$ cat src/rtl/lcd_sched_pkg.sv
// Shared types and constants for the LCD message scheduler.
package lcd_sched_pkg;

  typedef enum logic [1:0] {IDLE, CLR, CHAR, HOLD} state_t;

  localparam logic [7:0] LCD_CMD_CLEAR = 8'h01;
  localparam logic       LCD_RS_CMD    = 1'b0;
  localparam logic       LCD_RS_DATA   = 1'b1;

endpackage

$ cat src/rtl/lcd_msg_scheduler_rr_arbiter.sv
// Combinational round-robin pick: first set request after ptr, wrapping modulo NREQ.
module rr_arbiter #(
  parameter int NREQ = 3,
  parameter int IW   = $clog2(NREQ)
) (
  input  logic [NREQ-1:0] req,
  input  logic [IW-1:0]   ptr,
  output logic [NREQ-1:0] gnt_oh,
  output logic [IW-1:0]   gnt_idx
);

  logic          found;
  logic [IW-1:0] cand;

  always_comb begin
    gnt_oh  = '0;
    gnt_idx = '0;
    found   = 1'b0;
    cand    = '0;
    for (int i = 1; i <= NREQ; i++) begin
      cand = IW'((int'(ptr) + i) % NREQ);
      if (!found && req[cand]) begin
        found         = 1'b1;
        gnt_oh[cand]  = 1'b1;
        gnt_idx       = cand;
      end
    end
  end

endmodule

$ cat src/rtl/lcd_msg_scheduler.sv
// Round-robin scheduler sharing one character LCD: clear, MSG_LEN chars, hold, repeat.
module lcd_msg_scheduler #(
  parameter int NREQ     = 3,
  parameter int MSG_LEN  = 12,
  parameter int HOLD_CYC = 25000000,
  parameter int IDX_W    = 4
) (
  input  logic              clk,
  input  logic              rst,
  input  logic [NREQ-1:0]   req,
  input  logic [NREQ*8-1:0] req_data,
  output logic [IDX_W-1:0]  rd_idx,
  output logic [NREQ-1:0]   gnt,
  output logic [NREQ-1:0]   done,
  output logic              busy,
  output logic              lcd_valid,
  output logic              lcd_rs,
  output logic [7:0]        lcd_byte,
  input  logic              lcd_ready
);

  import lcd_sched_pkg::*;

  localparam int IW     = $clog2(NREQ);
  localparam int HOLD_W = (HOLD_CYC > 1) ? $clog2(HOLD_CYC) : 1;
  localparam logic [HOLD_W-1:0] HOLD_LAST = HOLD_W'((HOLD_CYC > 0) ? HOLD_CYC - 1 : 0);
  localparam logic [IDX_W-1:0]  LAST_IDX  = IDX_W'(MSG_LEN);

  state_t            state_q, state_n;
  logic [IW-1:0]     ptr_q, ptr_n;
  logic [IW-1:0]     g_q, g_n;
  logic [HOLD_W-1:0] hold_q, hold_n;
  logic [NREQ-1:0]   gnt_n, done_n;
  logic              busy_n, valid_n, rs_n;
  logic [7:0]        byte_n;
  logic [IDX_W-1:0]  idx_n;

  logic [NREQ-1:0]   arb_oh;
  logic [IW-1:0]     arb_idx;
  logic [7:0]        cur_char;
  logic              hs;

  rr_arbiter #(.NREQ(NREQ), .IW(IW)) u_arb (
    .req     (req),
    .ptr     (ptr_q),
    .gnt_oh  (arb_oh),
    .gnt_idx (arb_idx)
  );

  assign cur_char = req_data[int'(g_q)*8 +: 8];
  assign hs       = lcd_valid && lcd_ready;

  always_comb begin
    state_n = state_q;
    ptr_n   = ptr_q;
    g_n     = g_q;
    hold_n  = hold_q;
    gnt_n   = gnt;
    done_n  = '0;
    valid_n = lcd_valid;
    rs_n    = lcd_rs;
    byte_n  = lcd_byte;
    idx_n   = rd_idx;
    case (state_q)
      IDLE: begin
        if (|req) begin
          state_n = CLR;
          ptr_n   = arb_idx;
          g_n     = arb_idx;
          gnt_n   = arb_oh;
          valid_n = 1'b1;
          rs_n    = LCD_RS_CMD;
          byte_n  = LCD_CMD_CLEAR;
          idx_n   = '0;
        end
      end
      CLR: begin
        if (hs) begin
          state_n = CHAR;
          rs_n    = LCD_RS_DATA;
          byte_n  = cur_char;
          idx_n   = rd_idx + 1'b1;
        end
      end
      CHAR: begin
        if (hs) begin
          if (rd_idx == LAST_IDX) begin
            valid_n     = 1'b0;
            done_n[g_q] = 1'b1;
            if (HOLD_CYC == 0) begin
              state_n = IDLE;
              gnt_n   = '0;
            end else begin
              state_n = HOLD;
              hold_n  = HOLD_LAST;
            end
          end else begin
            byte_n = cur_char;
            idx_n  = rd_idx + 1'b1;
          end
        end
      end
      HOLD: begin
        if (hold_q == '0) begin
          state_n = IDLE;
          gnt_n   = '0;
        end else begin
          hold_n = hold_q - 1'b1;
        end
      end
      default: state_n = IDLE;
    endcase
    busy_n = (state_n != IDLE);
  end

  // Every output is a register; reset drops lcd_valid without a handshake.
  always_ff @(posedge clk) begin
    if (rst) begin
      state_q   <= IDLE;
      ptr_q     <= IW'(NREQ - 1);
      g_q       <= '0;
      hold_q    <= '0;
      gnt       <= '0;
      done      <= '0;
      busy      <= 1'b0;
      lcd_valid <= 1'b0;
      lcd_rs    <= LCD_RS_CMD;
      lcd_byte  <= 8'h00;
      rd_idx    <= '0;
    end else begin
      state_q   <= state_n;
      ptr_q     <= ptr_n;
      g_q       <= g_n;
      hold_q    <= hold_n;
      gnt       <= gnt_n;
      done      <= done_n;
      busy      <= busy_n;
      lcd_valid <= valid_n;
      lcd_rs    <= rs_n;
      lcd_byte  <= byte_n;
      rd_idx    <= idx_n;
    end
  end

endmodule

$ cat config.mk
export PLATFORM = sky130hd
export DESIGN_NAME = lcd_msg_scheduler
export DESIGN_NICKNAME = d
export VERILOG_FILES = /design/src/rtl/lcd_sched_pkg.sv /design/src/rtl/lcd_msg_scheduler_rr_arbiter.sv /design/src/rtl/lcd_msg_scheduler.sv
export SDC_FILE = /design/constraint.sdc
export NUM_CORES = 1
export LEC_CHECK = 0
export ABC_CLOCK_PERIOD_IN_PS = 4100
export CAP_MARGIN = 10
export CORE_ASPECT_RATIO = 1.25
export CORE_MARGIN = 1.5
export CORE_UTILIZATION = 45
export DETAILED_ROUTE_END_ITERATION = 8
export PLACE_DENSITY = 0.8
export SETUP_SLACK_MARGIN = 0.2
export SLEW_MARGIN = 20
export SYNTH_ARGS = -nofsm -noshare
export SYNTH_HDL_FRONTEND = slang
export SYNTH_HIERARCHICAL = 1
export SYNTH_SLANG_ARGS = --single-unit
$ cat constraint.sdc
create_clock -name clk -period 4.1 [get_ports clk]
set_input_delay 1.23 -clock clk [delete_from_list [all_inputs] [get_ports clk]]
set_output_delay 1.23 -clock clk [all_outputs]
set_load 0.02 [all_outputs]
==> key figures, run 1 <==
Cells and area
  – Fillcell total: 584
  – Syn-to-layout area delta: 22.63%
  – Net count reported at finish: 443
  – Cell Count, Final, Fillers Out: 487
  – Diode count: 0
  – Post-route cell area: 3633 sq um
  – Commonest cells after routing, fill and taps aside: 51 x dfxtp_1, 50 x clkdlybuf4s50_1, 36 x nand2_1
  – Layout cells sized above 1: 8.458%
  – Commonest non-fill, non-tap cell in the layout: dfxtp_1

GRT
  – First-pass GRT wire length: 11.32 mm
  – Global route overflow: 0
  – Largest net degree at the start of global routing: 42
  – All-layer global routing usage: 20.35%
  – Via count of the first global-routing pass: 2534
  – Initial antenna violation count: 0

Clocking
  – Worst-case clock buffer depth: 2
  – Hold-fix buffers, CTS: 0
  – Depth of the CTS H-tree: 2
  – CTS Buf Count: 5
  – Clk_lat worst skew: 0.31 ns
  – Clock-pin slew of the registers on the worst-case setup and hold paths: 0.10 ns
  – Post-CTS Setup Inserts: 0
  – CTS tree: yes
  – Clk root buf: clkbuf_8
  – Clock sink count: 51
  – CTS resizes: 0

Yosys
  – Share of the yosys chip area belonging to registers: 34.46%
  – Syn avg cell area: 8.230 sq um
  – Synth Instances: 360
  – Yosys cell types: 58
  – Post-Syn Nets: 402
  – Synth Flop Type: dfxtp_1
  – Synth area leaders: dfxtp_1 34%, ha_1 5.1%, a21oi_1 4.7%
  – Synth top area share: 34.46%
  – Post-Syn Area: 2963 sq um
  – Yosys top cell by area: dfxtp_1
  – Synth Warn #: 6
  – Register bit total from synthesis: 51
  – Post-synth EDFFs: 0
  – Ys async rst share: 0%

Die
  – Initial core utilization: 47.13%
  – DIE AREA: 7083 sq um
  – Die Y: 93.72 microns
  – CORE AREA: 6286 sq um
  – # IOs: 51
  – DIE WIDTH: 75.58 microns
  – Row count: 32

Worst setup path
  – R2R depth: 8
  – Slowest CP cell: clkdlybuf4s50_1
  – Slowest stage delay, CP: 0.54 ns
  – Worst reg2reg path endpoint: gnt[1]
  – Worst EP arrival: 3.25 ns
  – Largest fanout on the critical path: 9
  – Flop-to-flop setup slack: 1.61 ns
  – Kind of critical path: primary input to register
  – FF-to-FF Start: ptr_q[0]
  – Worst setup SP type: primary input
  – Crit end category: register
  – CP required: 4.34 ns
  – CP Cell Sequence: clkdlybuf4s50_1 -> nand2_1 -> o22ai_2 -> o211ai_1 -> or4_1 -> a21oi_1

Drt
  – Routed WL: 6.970 mm
  – Via density: 5.914
  – Post-DR wirelength/cell: 14.31 microns
  – Total number of vias: 2880
  – Pre-antenna DRT Iters: 7
  – # DRC: 0
  – Initial drt markers: 120
  – Post-DRT Antenna Nets: 0

Power and ir drop
  – Pwr Total: 1.558 mW
  – Leak: 1.305 nW
  – PD cells: 428.8 nW/um^2
  – VDD IR max: 331.0 uV

STA
  – Final Max Tran Viols: 0
  – Minimum clock period: 3.013 ns
  – Setup violators final: 0
  – Worst clock skew: 0.01069 ns
  – Unrepaired setup endpoints after global routing: false
  – Slew HR: 55.86%
  – Setup TNS: 0 ns
  – Final cycle utilization of the critical path: 73.49%
  – Worst-Margin Slew: 0.6613 ns
  – Hold Vio Cnt, Final: 0
  – Worst hold slack: 0.4604 ns
  – F_max: 331.9 MHz

Placement
  – Placed insts: 479
  – DP HPWL: 5.106 mm
  – GP Congestion: 0.8574
  – Placed inst area: 3512 sq um
  – Port Buffer Count: 50

Worst hold path
  – WHS Path Cells: 2
  – HP Class: register to register
  – WHS Endpoint: lcd_byte[4]
  – Hold Crit Start: lcd_byte[4]

Status
  – Status: completed

Job
  – Max Cap Viol: 0
[layout make-up]
type | count | area [sq um] | share of cell area (%)
multi-input cells | 276 | 1818 | 50.03
flip-flops and latches | 51 | 1021 | 28.10
repair buffers | 53 | 523.0 | 14.39
well taps | 85 | 106.4 | 2.927
clock buffers | 5 | 68.82 | 1.894
inverters | 14 | 52.55 | 1.446
clock inverters | 3 | 43.79 | 1.205
[worst max path at each step]
stage	from	to	depth (start not counted)
global route	lcd_ready	hold_q[10]	6
floorplan	req[1]	busy	6
detailed placement	lcd_ready	hold_q[5]	6
CTS	lcd_ready	hold_q[5]	6
global placement	lcd_ready	hold_q[5]	6
finish	lcd_ready	hold_q[10]	6
[report_power, final]
part | internal [mW] | leakage, nW | switching (mW)
Combinational | 0.264 | 0.833 | 0.341
Sequential | 0.545 | 0.414 | 0.0537
Clock | 0.182 | 0.0581 | 0.173
[logic make-up after synthesis]
logic type                 share of synthesized area [%]
buffers and inverters                              4.687
muxes                                              5.448
xor gates and xnor gates                          0.8870
AOI/OAI and AO/OA                                  23.73
DFF                                                34.46
and+or+nand+nor                                    25.72
adders and majority gates                          5.067
[Yosys cell counts, drive strengths merged, types with 2 or more instances]
| cell type | n |
|---|---|
| clkbuf | 12 |
| or4 | 11 |
| nor2 | 15 |
| a311oi | 2 |
| ha | 12 |
| a31oi | 13 |
| a21oi | 28 |
| and3 | 2 |
| nand3b | 2 |
| mux2 | 3 |
| or2 | 11 |
| nand4 | 3 |
| o21ai | 28 |
| xor2 | 2 |
| or3 | 13 |
| o31ai | 13 |
| nand3 | 22 |
| o22ai | 5 |
| o211ai | 3 |
| nor4b | 3 |
| nor4 | 8 |
| buf | 7 |
| a32oi | 3 |
| mux2i | 12 |
| nand2 | 37 |
| inv | 14 |
| dfxtp | 51 |
| o311ai | 4 |
| nand2b | 2 |
| o41ai | 2 |
| nor2b | 5 |
[state kept, by name, summed over array words and instances (netlist names)]
register / count
state_q: 2
lcd_byte: 8
ptr_q: 2
lcd_valid: 1
done: 3
lcd_rs: 1
hold_q: 25
gnt: 3
g_q: 1
rd_idx: 4
busy: 1
[worst max-delay path: cells and delay by family]
kind	cells	cell delay (ns)
AO/OA/AOI/OAI	3	0.84
AND/OR/NAND/NOR	2	0.63
buffers and inverters	1	0.54
[per-layer routing]
metal	global-route usage, %	part of all wire, %
met2	35.82	50
met5	0	0
met4	5.655	1.4
met1	23.79	43
met3	5.258	5.3
[through the flow]
step | setup WS, ns | util [%]
2_1_floorplan | 1.506 | -
3_3_place_gp | 0.8638 | 55.87
3_5_place_dp | 0.8071 | 55.87
4_1_cts | 1.144 | 57.66
5_1_grt | 0.9300 | 57.80
6_report | 1.087 | 57.80
No activity file was read; power rests on OpenSTA's default activity.
==> run 2, diff against run 1 <==
--- a/config.mk
+++ b/config.mk
@@ -5,13 +5,13 @@
 export SDC_FILE = /design/constraint.sdc
 export NUM_CORES = 1
 export LEC_CHECK = 0
-export ABC_CLOCK_PERIOD_IN_PS = 4100
+export ABC_CLOCK_PERIOD_IN_PS = 2400
 export CAP_MARGIN = 10
 export CORE_ASPECT_RATIO = 1.25
 export CORE_MARGIN = 1.5
 export CORE_UTILIZATION = 45
 export DETAILED_ROUTE_END_ITERATION = 8
-export PLACE_DENSITY = 0.8
+export PLACE_DENSITY = 0.82
 export SETUP_SLACK_MARGIN = 0.2
 export SLEW_MARGIN = 20
 export SYNTH_ARGS = -nofsm -noshare
==> constraint.sdc (replaced) <==
create_clock -name clk -period 2.4 [get_ports clk]
set_input_delay 0.72 -clock clk [delete_from_list [all_inputs] [get_ports clk]]
set_output_delay 0.72 -clock clk [all_outputs]
set_load 0.02 [all_outputs]
==> run 2 against run 1 <==
Against the previous run: non-clock buffer count up 48; highest routed layer unchanged; final area is 14% higher; cell count grew 9.9%; critical path type is now register to register; wire length rose by 21%.
==> key figures, run 2 (synthesized netlist as in run 1, its figures left out) <==
Drt
  – Pre-antenna DRT Iters: 5 (-2)
  – Via density: 5.890 (-0.41%)
  – # DRC: 0 (unchanged)
  – Initial drt markers: 167 (+39%)
  – Post-DR wirelength/cell: 15.79 microns (+10%)
  – Routed WL: 8.447 mm (+21%)
  – Post-DRT Antenna Nets: 0 (unchanged)
  – Total number of vias: 3151 (+9.4%)

Worst setup path
  – Worst EP arrival: 2.42 ns (-0.83 ns)
  – Largest fanout on the critical path: 10 (+1)
  – Crit end category: register
  – R2R depth: 6 (-2)
  – Kind of critical path: register to register
  – FF-to-FF Start: hold_q[14]
  – CP startpoint: hold_q[14]
  – Flop-to-flop setup slack: 0.19 ns (-1.42 ns)
  – CP required: 2.61 ns (-1.73 ns)
  – Worst setup SP type: register

STA
  – Hold Vio Cnt, Final: 0 (unchanged)
  – F_max: 452.5 MHz
  – Final cycle utilization of the critical path: 92.08%
  – Worst-Margin Slew: 0.6696 ns (+0.008372 ns)
  – Slew HR: 55.27% (-0.59 points)
  – Final Max Tran Viols: 0 (unchanged)
  – Setup violators final: 0 (unchanged)
  – Unrepaired setup endpoints after global routing: true
  – Worst hold slack: 0.4657 ns (+0.005315 ns)
  – Minimum clock period: 2.210 ns
  – Worst clock skew: 0.01421 ns (+0.003521 ns)

GRT
  – All-layer global routing usage: 24.85% (+4.5 points)
  – Initial antenna violation count: 0 (unchanged)
  – Via count of the first global-routing pass: 3080 (+22%)
  – First-pass GRT wire length: 13.84 mm (+22%)
  – Global route overflow: 0 (unchanged)
  – Largest net degree at the start of global routing: 42 (unchanged)

Clocking
  – Clk_lat worst skew: 0.32 ns (about the same)
  – CTS tree: yes
  – Clk root buf: clkbuf_8
  – Clock sink count: 51 (unchanged)
  – Clock-pin slew of the registers on the worst-case setup and hold paths: 0.10 ns (about the same)
  – Depth of the CTS H-tree: 2 (unchanged)
  – Worst-case clock buffer depth: 2 (unchanged)
  – CTS Buf Count: 5 (unchanged)

Cells and area
  – Top reg by flops: hold_q
  – Fillcell total: 523 (-10%)
  – Layout cells sized above 1: 21.56% (+13 points)
  – Diode count: 0 (unchanged)
  – Syn-to-layout area delta: 39.23%
  – Number of flip-flops in the largest register: 25 (unchanged)
  – Register area: 1023 sq um (+0.24%)
  – Area of the multi-input gates: 1912 sq um (+5.2%)
  – Net count reported at finish: 491 (+11%)
  – Final core area utilization: 65.63% (+7.8 points)
  – Regs by FF count: hold_q: 25 flops, lcd_byte: 8 flops, rd_idx: 4 flops
  – Commonest cells after routing, fill and taps aside: 49 x dfxtp_1, 49 x buf_4, 46 x clkdlybuf4s50_1

Job
  – Max Cap Viol: 0 (unchanged)

Power and ir drop
  – Pwr Total: 2.882 mW (+85%)
  – Leak: 1.591 nW (+22%)
  – PD cells: 698.5 nW/um^2 (+63%)
  – VDD IR max: 477.9 uV (+44%)

Die
  – Die Y: 93.72 microns (unchanged)
  – DIE AREA: 7083 sq um (unchanged)
  – # IOs: 51 (unchanged)
  – Row count: 32 (unchanged)
  – Initial core utilization: 47.13% (unchanged)
  – DIE WIDTH: 75.58 microns (unchanged)
  – CORE AREA: 6286 sq um (unchanged)

Status
  – Status: completed

Placement
  – DP HPWL: 5.996 mm (+17%)
  – Port Buffer Count: 50 (unchanged)
  – GP Congestion: 0.8451 (-1.4%)

Worst hold path
  – WHS Path Cells: 2 (unchanged)
  – HP Class: register to register
  – Hold Crit Start: lcd_byte[3]
-- run 2: metrics by stage --
| step | instance area, sq um | TNS, ns | instances | setup slack, ns |
|---|---|---|---|---|
| 2_1_floorplan | 2963 | 0 | 360 | 0.2738 |
| 3_3_place_gp | 3840 | -0.7599 | 521 | -0.09102 |
| 3_5_place_dp | 3840 | -2.576 | 521 | -0.2109 |
| 4_1_cts | 4010 | 0 | 530 | 0.1546 |
| 5_1_grt | 4125 | 0 | 535 | 0.1595 |
| 6_report | 4125 | 0 | 535 | 0.1900 |
-- run 2: final timing paths --
kind,to
max,busy
min,lcd_byte[3]
max reg2reg,busy
min reg2reg,lcd_byte[3]
-- run 2: routing by layer --
metal	vias to the layer above	track usage [%]	wire length, microns
met3	23	6.009	472
li1	1528	-	-
met4	0	8.482	220
met5	-	0	0
met2	105	44.66	4414
met1	1495	27.74	3339
-- run 2: layout make-up --
cell class                 instances  share of cell area, %
multi-input combinational        276                  46.35
sequential                        51                  24.81
timing repair buffer             101                  22.05
tap                               85                  2.578
clock buffer                       6                  2.002
inverter                          14                  1.274
clock inverter                     2                 0.9402
-- run 2: repair_timing --
action,4_1_cts,5_1_grt
resized for setup,7,20
hold buffers,0,0
setup buffers,1,5
endpoints found under the setup margin,14,26
pin swaps,3,11
-- run 2: worst max-delay path, cell delays in order, from the launching register on --
cell	delay (ns)
dfxtp_1	0.37
nor4_2	0.39
nand3_2	0.17
buf_4	0.21
o31ai_1	0.46
o22ai_1	0.19
or2_2	0.31
-- run 2: power by group --
group	total [mW]	internal [mW]	switching, mW
clock network	0.652	0.343	0.309
registers	1.01	0.932	0.0794
logic	1.22	0.546	0.672
